==> src/rtl/input_conditioner_if.sv <==
// Pad-side bundle for input_conditioner: raw active-low inputs in, clean levels and pulses out.
interface input_conditioner_if;
  logic nMode_raw;
  logic nTrip_raw;
  logic nFork_raw;
  logic nCrank_raw;
  logic nMode_db;
  logic nTrip_db;
  logic nFork_db;
  logic nCrank_db;
  logic Mode_press;
  logic Trip_press;
  logic Fork_pulse;
  logic Crank_pulse;
  logic Mode_long;
  logic Trip_long;

  modport master (
    output nMode_raw, nTrip_raw, nFork_raw, nCrank_raw,
    input  nMode_db, nTrip_db, nFork_db, nCrank_db,
    input  Mode_press, Trip_press, Fork_pulse, Crank_pulse, Mode_long, Trip_long
  );

  modport slave (
    input  nMode_raw, nTrip_raw, nFork_raw, nCrank_raw,
    output nMode_db, nTrip_db, nFork_db, nCrank_db,
    output Mode_press, Trip_press, Fork_pulse, Crank_pulse, Mode_long, Trip_long
  );
endinterface

==> src/rtl/input_conditioner.sv <==
// Synchronises and debounces the four active-low pad inputs, producing levels, press pulses and
// button long-hold pulses for comp_core.
module input_conditioner #(
  parameter int unsigned BTN_DB_CYCLES = 164,
  parameter int unsigned SNS_DB_CYCLES = 8,
  parameter int unsigned LONG_CYCLES   = 65536
) (
  input logic                Clock,
  input logic                nReset,
  input_conditioner_if.slave pads
);

  localparam int unsigned LongW = $clog2(LONG_CYCLES) + 1;
  localparam logic [LongW-1:0] LongLast = LongW'(LONG_CYCLES - 1);
  localparam logic [LongW-1:0] LongSat  = LongW'(LONG_CYCLES);

  logic [3:0] rawIn;
  logic [3:0] dbLevel;
  logic [3:0] pressPulse;
  logic [1:0] longPulse;

  // Channel order: 0 = Mode, 1 = Trip (buttons), 2 = Fork, 3 = Crank (sensors)
  assign rawIn = {pads.nCrank_raw, pads.nFork_raw, pads.nTrip_raw, pads.nMode_raw};

  assign pads.nMode_db    = dbLevel[0];
  assign pads.nTrip_db    = dbLevel[1];
  assign pads.nFork_db    = dbLevel[2];
  assign pads.nCrank_db   = dbLevel[3];
  assign pads.Mode_press  = pressPulse[0];
  assign pads.Trip_press  = pressPulse[1];
  assign pads.Fork_pulse  = pressPulse[2];
  assign pads.Crank_pulse = pressPulse[3];
  assign pads.Mode_long   = longPulse[0];
  assign pads.Trip_long   = longPulse[1];

  for (genvar g = 0; g < 4; g++) begin : gChan
    localparam int unsigned N    = (g < 2) ? BTN_DB_CYCLES : SNS_DB_CYCLES;
    localparam int unsigned CntW = $clog2(N) + 1;
    localparam logic [CntW-1:0] CntLast = CntW'(N - 1);

    logic            sync1Q, sync2Q;
    logic            dbQ, dbD;
    logic            pulseQ, pulseD;
    logic [CntW-1:0] cntQ, cntD;

    // Count only while the synchronised level disagrees; any agreement restarts the window.
    always_comb begin
      cntD   = '0;
      dbD    = dbQ;
      pulseD = 1'b0;
      if (sync2Q != dbQ) begin
        if (cntQ == CntLast) begin
          dbD    = sync2Q;
          pulseD = ~sync2Q;
        end else begin
          cntD = cntQ + CntW'(1);
        end
      end
    end

    always_ff @(posedge Clock or negedge nReset) begin
      if (!nReset) begin
        sync1Q <= 1'b1;
        sync2Q <= 1'b1;
        dbQ    <= 1'b1;
        pulseQ <= 1'b0;
        cntQ   <= '0;
      end else begin
        sync1Q <= rawIn[g];
        sync2Q <= sync1Q;
        dbQ    <= dbD;
        pulseQ <= pulseD;
        cntQ   <= cntD;
      end
    end

    assign dbLevel[g]    = dbQ;
    assign pressPulse[g] = pulseQ;
  end

  for (genvar h = 0; h < 2; h++) begin : gHold
    logic [LongW-1:0] holdQ, holdD;
    logic             longQ, longD;

    // Saturating at LONG_CYCLES makes the long pulse one-shot per press.
    always_comb begin
      holdD = holdQ;
      longD = 1'b0;
      if (dbLevel[h]) begin
        holdD = '0;
      end else if (holdQ != LongSat) begin
        holdD = holdQ + LongW'(1);
        longD = (holdQ == LongLast);
      end
    end

    always_ff @(posedge Clock or negedge nReset) begin
      if (!nReset) begin
        holdQ <= '0;
        longQ <= 1'b0;
      end else begin
        holdQ <= holdD;
        longQ <= longD;
      end
    end

    assign longPulse[h] = longQ;
  end

endmodule

==> src/flat_wrapper.sv <==
// flat-port wrapper written by rule: the top's interface ports become plain ports
module input_conditioner_flat 
#(
  parameter int unsigned BTN_DB_CYCLES = 164,
  parameter int unsigned SNS_DB_CYCLES = 8,
  parameter int unsigned LONG_CYCLES   = 65536
)
  (Clock, nReset, pads_nMode_raw, pads_nTrip_raw, pads_nFork_raw, pads_nCrank_raw, pads_nMode_db, pads_nTrip_db, pads_nFork_db, pads_nCrank_db, pads_Mode_press, pads_Trip_press, pads_Fork_pulse, pads_Crank_pulse, pads_Mode_long, pads_Trip_long);
  input_conditioner_if pads_i ();
  input logic Clock;
  input logic nReset;
  input wire logic [$bits(pads_i.nMode_raw)-1:0] pads_nMode_raw;
  input wire logic [$bits(pads_i.nTrip_raw)-1:0] pads_nTrip_raw;
  input wire logic [$bits(pads_i.nFork_raw)-1:0] pads_nFork_raw;
  input wire logic [$bits(pads_i.nCrank_raw)-1:0] pads_nCrank_raw;
  output wire logic [$bits(pads_i.nMode_db)-1:0] pads_nMode_db;
  output wire logic [$bits(pads_i.nTrip_db)-1:0] pads_nTrip_db;
  output wire logic [$bits(pads_i.nFork_db)-1:0] pads_nFork_db;
  output wire logic [$bits(pads_i.nCrank_db)-1:0] pads_nCrank_db;
  output wire logic [$bits(pads_i.Mode_press)-1:0] pads_Mode_press;
  output wire logic [$bits(pads_i.Trip_press)-1:0] pads_Trip_press;
  output wire logic [$bits(pads_i.Fork_pulse)-1:0] pads_Fork_pulse;
  output wire logic [$bits(pads_i.Crank_pulse)-1:0] pads_Crank_pulse;
  output wire logic [$bits(pads_i.Mode_long)-1:0] pads_Mode_long;
  output wire logic [$bits(pads_i.Trip_long)-1:0] pads_Trip_long;
  assign pads_i.nMode_raw = pads_nMode_raw;
  assign pads_i.nTrip_raw = pads_nTrip_raw;
  assign pads_i.nFork_raw = pads_nFork_raw;
  assign pads_i.nCrank_raw = pads_nCrank_raw;
  assign pads_nMode_db = pads_i.nMode_db;
  assign pads_nTrip_db = pads_i.nTrip_db;
  assign pads_nFork_db = pads_i.nFork_db;
  assign pads_nCrank_db = pads_i.nCrank_db;
  assign pads_Mode_press = pads_i.Mode_press;
  assign pads_Trip_press = pads_i.Trip_press;
  assign pads_Fork_pulse = pads_i.Fork_pulse;
  assign pads_Crank_pulse = pads_i.Crank_pulse;
  assign pads_Mode_long = pads_i.Mode_long;
  assign pads_Trip_long = pads_i.Trip_long;
  input_conditioner #(.BTN_DB_CYCLES(BTN_DB_CYCLES), .SNS_DB_CYCLES(SNS_DB_CYCLES), .LONG_CYCLES(LONG_CYCLES)) u_core (.Clock(Clock), .nReset(nReset), .pads(pads_i));
endmodule
==> config.mk <==
export PLATFORM = sky130hd
export DESIGN_NAME = input_conditioner_flat
export DESIGN_NICKNAME = d
export VERILOG_FILES = /design/src/rtl/input_conditioner_if.sv /design/src/rtl/input_conditioner.sv /design/src/flat_wrapper.sv
export SDC_FILE = /design/constraint.sdc
export NUM_CORES = 1
export LEC_CHECK = 0
export ABC_CLOCK_PERIOD_IN_PS = 2100
export CORE_MARGIN = 5
export CORE_UTILIZATION = 60
export DETAILED_ROUTE_END_ITERATION = 8
export PLACE_DENSITY_LB_ADDON = 0.2
export SETUP_SLACK_MARGIN = 0.1
export SYNTH_ARGS = -nofsm -noshare
export SYNTH_HDL_FRONTEND = slang
export SYNTH_SLANG_ARGS = --single-unit
==> constraint.sdc <==
create_clock -name Clock -period 2.1 [get_ports Clock]
set_input_delay 0.21 -clock Clock [delete_from_list [all_inputs] [get_ports Clock]]
set_output_delay 0.21 -clock Clock [all_outputs]
set_load 0.01 [all_outputs]
==> impl_metrics.json <==
{
  "status": "finished, final reports clean",
  "synth_flop_cell": "dfrtp_1",
  "drt_wl_total_um": 6010,
  "cts_root_buf": "clkbuf_8",
  "synth.avg_cell_area_um2": 10.7,
  "row_count": 27,
  "r2r-end": "u_core.gHold[0].holdQ[16]",
  "hold_viol": 0,
  "dr_total_vias": 2425,
  "ys_types": 33,
  "period_needed_ns": 1.81,
  "gp_congestion": 0.815,
  "track_usage": 0.175,
  "cts_buffers": 9,
  "slew_headroom": 0.731,
  "p_leak_nw": 1.70,
  "ys_ff_latch": 78,
  "irDropWorstVdd_mv": 0.433,
  "path_clk_slew_ns": 0.08,
  "crit_required_ns": 1.89,
  "crit_family": "flip-flops",
  "clockBufferDepth": 2,
  "drtIter0Drc": 139,
  "cts_setup_buffers": 0,
  "hold_path_depth": 1,
  "fmax_ghz": 0.551,
  "dp_hpwl_um": 4100,
  "cp.arrival_ns": 1.60,
  "worst_pin_slew_ns": 0.400,
  "rr_worst_depth": 6,
  "start_util": 0.625,
  "ant_nets": 0,
  "final_cells": 429,
  "synth_cells": 327,
  "drc_errors": 0,
  "coreArea_um2": 5610,
  "antenna_found_initial": 0,
  "ys_seq_area_frac": 0.561,
  "holdCritPathClass": "in2reg",
  "powerDensity_nw_per_um2": 767,
  "area_growth_pct": 13.6,
  "viasPerCell": 5.65,
  "ctsHtreeMaxLevel": 3,
  "crit_fanout": 12,
  "clk_latency_ns": 0.34,
  "timing.rr.start": "u_core.gHold[0].holdQ[0]",
  "synthesis.area_um2": 3510,
  "finalMaxSlewViolations": 0,
  "overflow": 0,
  "cts_tree": "yes",
  "cp_slowest_stage_delay_ns": 0.68,
  "numPlacedInstances": 412,
  "startpoint_type": "flop",
  "die_h_um": 86.4,
  "first_pass_iters": 4,
  "skew_ns": 0.0124,
  "total_power_w": 0.00305,
  "drive_gt1_frac": 0.112,
  "endpoint_kind": "primary output",
  "rsz0062_at_grt": "no",
  "ys_async_sr_fraction": 1.00,
  "grt_start_max_net_pins": 52,
  "grt_pass1_vias": 2417,
  "min_from": "pads_nFork_raw",
  "post-route-period-util": 0.864,
  "path_cells": "clkdlybuf4s50_1",
  "fill_cells": 427,
  "io_pins": 16,
  "r2r_setup_slack_ns": 0.30,
  "clock_sinks": 78,
  "synth_edf_count": 0,
  "num-nets-final": 368,
  "numPortBuffers": 15,
  "antenna_cells": 0,
  "critPathKind": "reg2out",
  "crit_buf_inv": 1,
  "die_w_um": 86.4,
  "wl_per_cell_um": 14.0,
  "crit_slowest_cell": "dfstp_2",
  "setup_tns_ns": 0,
  "die-area_um2": 7470,
  "ys_warn_count": 0,
  "setup_violations": 0,
  "grt_pass1_wl_um": 10500,
  "syn_nets": 343,
  "max_cap_viol_count": 0,
  "min_to": "u_core.gChan[2].sync1Q"
}
-- metal layers --
metal / share of wire / GRT usage / vias up
li1: - / - / 1180
met1: 0.48 / 0.226 / 1195
met2: 0.48 / 0.290 / 41
met3: 0.030 / 0.0285 / 9
met4: 0.015 / 0.0779 / 0
met5: 0 / 0 / -
-- synth_stat cells (2+ instances only) --
cell type	number	area, um2
dfrtp_1	66	1650
nor2_1	51	191
xnor2_1	29	254
nand3_1	23	115
nand2_1	13	48.8
xor2_1	13	114
dfstp_2	12	315
nor4_1	12	75.1
a21oi_1	11	55.1
ha_1	10	125
inv_1	10	37.5
nand4_1	10	62.6
nor3_1	10	50.1
and3_1	6	37.5
nor3b_1	6	45.0
o21ai_0	6	30.0
or3_1	6	37.5
clkbuf_1	5	18.8
nor4b_1	5	43.8
mux2_2	4	45.0
nand3b_1	4	30.0
and3b_1	2	17.5
mux2i_1	2	20.0
nor2b_1	2	12.5
-- worst register-to-register path, stage by stage (launching register included) --
cell,delay (ns)
dfrtp_1,0.42
ha_1,0.24
nand4_1,0.24
nor3_2,0.28
and3_1,0.18
ha_1,0.22
a21oi_1,0.13
-- per-stage QoR --
step / area [um2] / setup WS [ns] / hold WS [ns] / utilization
final: 3980 / 0.286 / 0.274 / 0.710
after global routing: 3980 / 0.110 / 0.264 / 0.710
after CTS: 3980 / 0.247 / 0.265 / 0.709
after detailed placement: 3760 / 0.275 / 0.154 / 0.671
after global placement: 3760 / 0.349 / 0.150 / 0.671
after floorplan: 3510 / 0.443 / -0.0856 / -
-- cells in the final DEF (no fill, tap or decap), types with 2 or more instances in the layout --
cell,n
dfrtp_1,66
nor2_1,51
xnor2_1,29
nand3_1,23
clkdlybuf4s50_1,14
xor2_1,13
nand2_1,13
nor4_1,12
dfstp_2,12
a21oi_1,11
clkbuf_8,11
inv_1,10
nand4_1,10
ha_1,10
nor3_1,9
and3_1,6
nor3b_1,6
or3_1,6
o21ai_0,6
nor4b_1,5
nand3b_1,4
mux2_2,4
buf_4,4
nor2b_1,2
and3b_1,2
mux2i_1,2
clkbuf_1,2
-- flip-flops by register name, summed over array words and instances (netlist names) --
| register | count |
|---|---|
| u_core.gChan.cntQ | 26 |
| u_core.pads.nMode_db | 1 |
| u_core.pads.nCrank_db | 1 |
| u_core.pads.nFork_db | 1 |
| u_core.pads.Mode_press | 1 |
| u_core.pads.Crank_pulse | 1 |
| u_core.pads.nTrip_db | 1 |
| u_core.pads.Trip_press | 1 |
| u_core.gChan.sync2Q | 4 |
| u_core.pads.Fork_pulse | 1 |
| u_core.gChan.sync1Q | 4 |
| u_core.gHold.holdQ | 34 |
| u_core.pads.Trip_long | 1 |
| u_core.pads.Mode_long | 1 |
-- worst max-delay path by stage --
stage,from,end,slack [ns],depth (start not counted)
2_1_floorplan,u_core.gHold[0].holdQ[0],u_core.gHold[0].holdQ[16],0.44,6
3_3_place_gp,u_core.gHold[0].holdQ[0],u_core.gHold[0].holdQ[16],0.35,6
3_5_place_dp,u_core.gHold[0].holdQ[0],u_core.gHold[0].holdQ[16],0.28,6
4_1_cts,u_core.gHold[0].holdQ[0],u_core.gHold[0].holdQ[16],0.25,6
5_1_grt,u_core.gHold[0].holdQ[0],u_core.gHold[0].holdQ[16],0.11,6
6_report,u_core.pads.nTrip_db,pads_nTrip_db,0.29,1
-- logic make-up (layout without fill, tap and decap cells) --
| group | Yosys count | in the layout | share of synthesized area |
|---|---|---|---|
| multiplexers | 6 | 6 | 0.0186 |
| flip-flops | 78 | 78 | 0.561 |
| AO/OA/AOI/OAI | 19 | 19 | 0.0293 |
| AND/OR/NAND/NOR | 156 | 156 | 0.233 |
| XOR/XNOR | 42 | 42 | 0.105 |
| buffers and inverters | 16 | 46 | 0.0171 |
| adder cells (fa/ha/maj) | 10 | 10 | 0.0357 |
-- repair_timing --
action	CTS	global route
setup endpoints to repair	0	1
resized for setup	0	1
endpoints found under the hold margin	22	0
hold buffers	1	0
-- where the power goes --
part           internal [W]  switching [W]  total [W]
logic              0.000128       0.000117   0.000244
registers           0.00160      0.0000672    0.00167
clock network      0.000618       0.000523    0.00114
-- area by class of cell --
type                    instances  area (um2)  share of cell area
flip-flops and latches         78        1970               0.494
inverters                      10        37.5             0.00943
repair buffers                 20         200              0.0503
well taps                      72        90.1              0.0226
clock inverters                 3        43.8              0.0110
multi-input cells             233        1480               0.373
clock buffers                  13         159              0.0399
(Power assumes the default switching activity.)
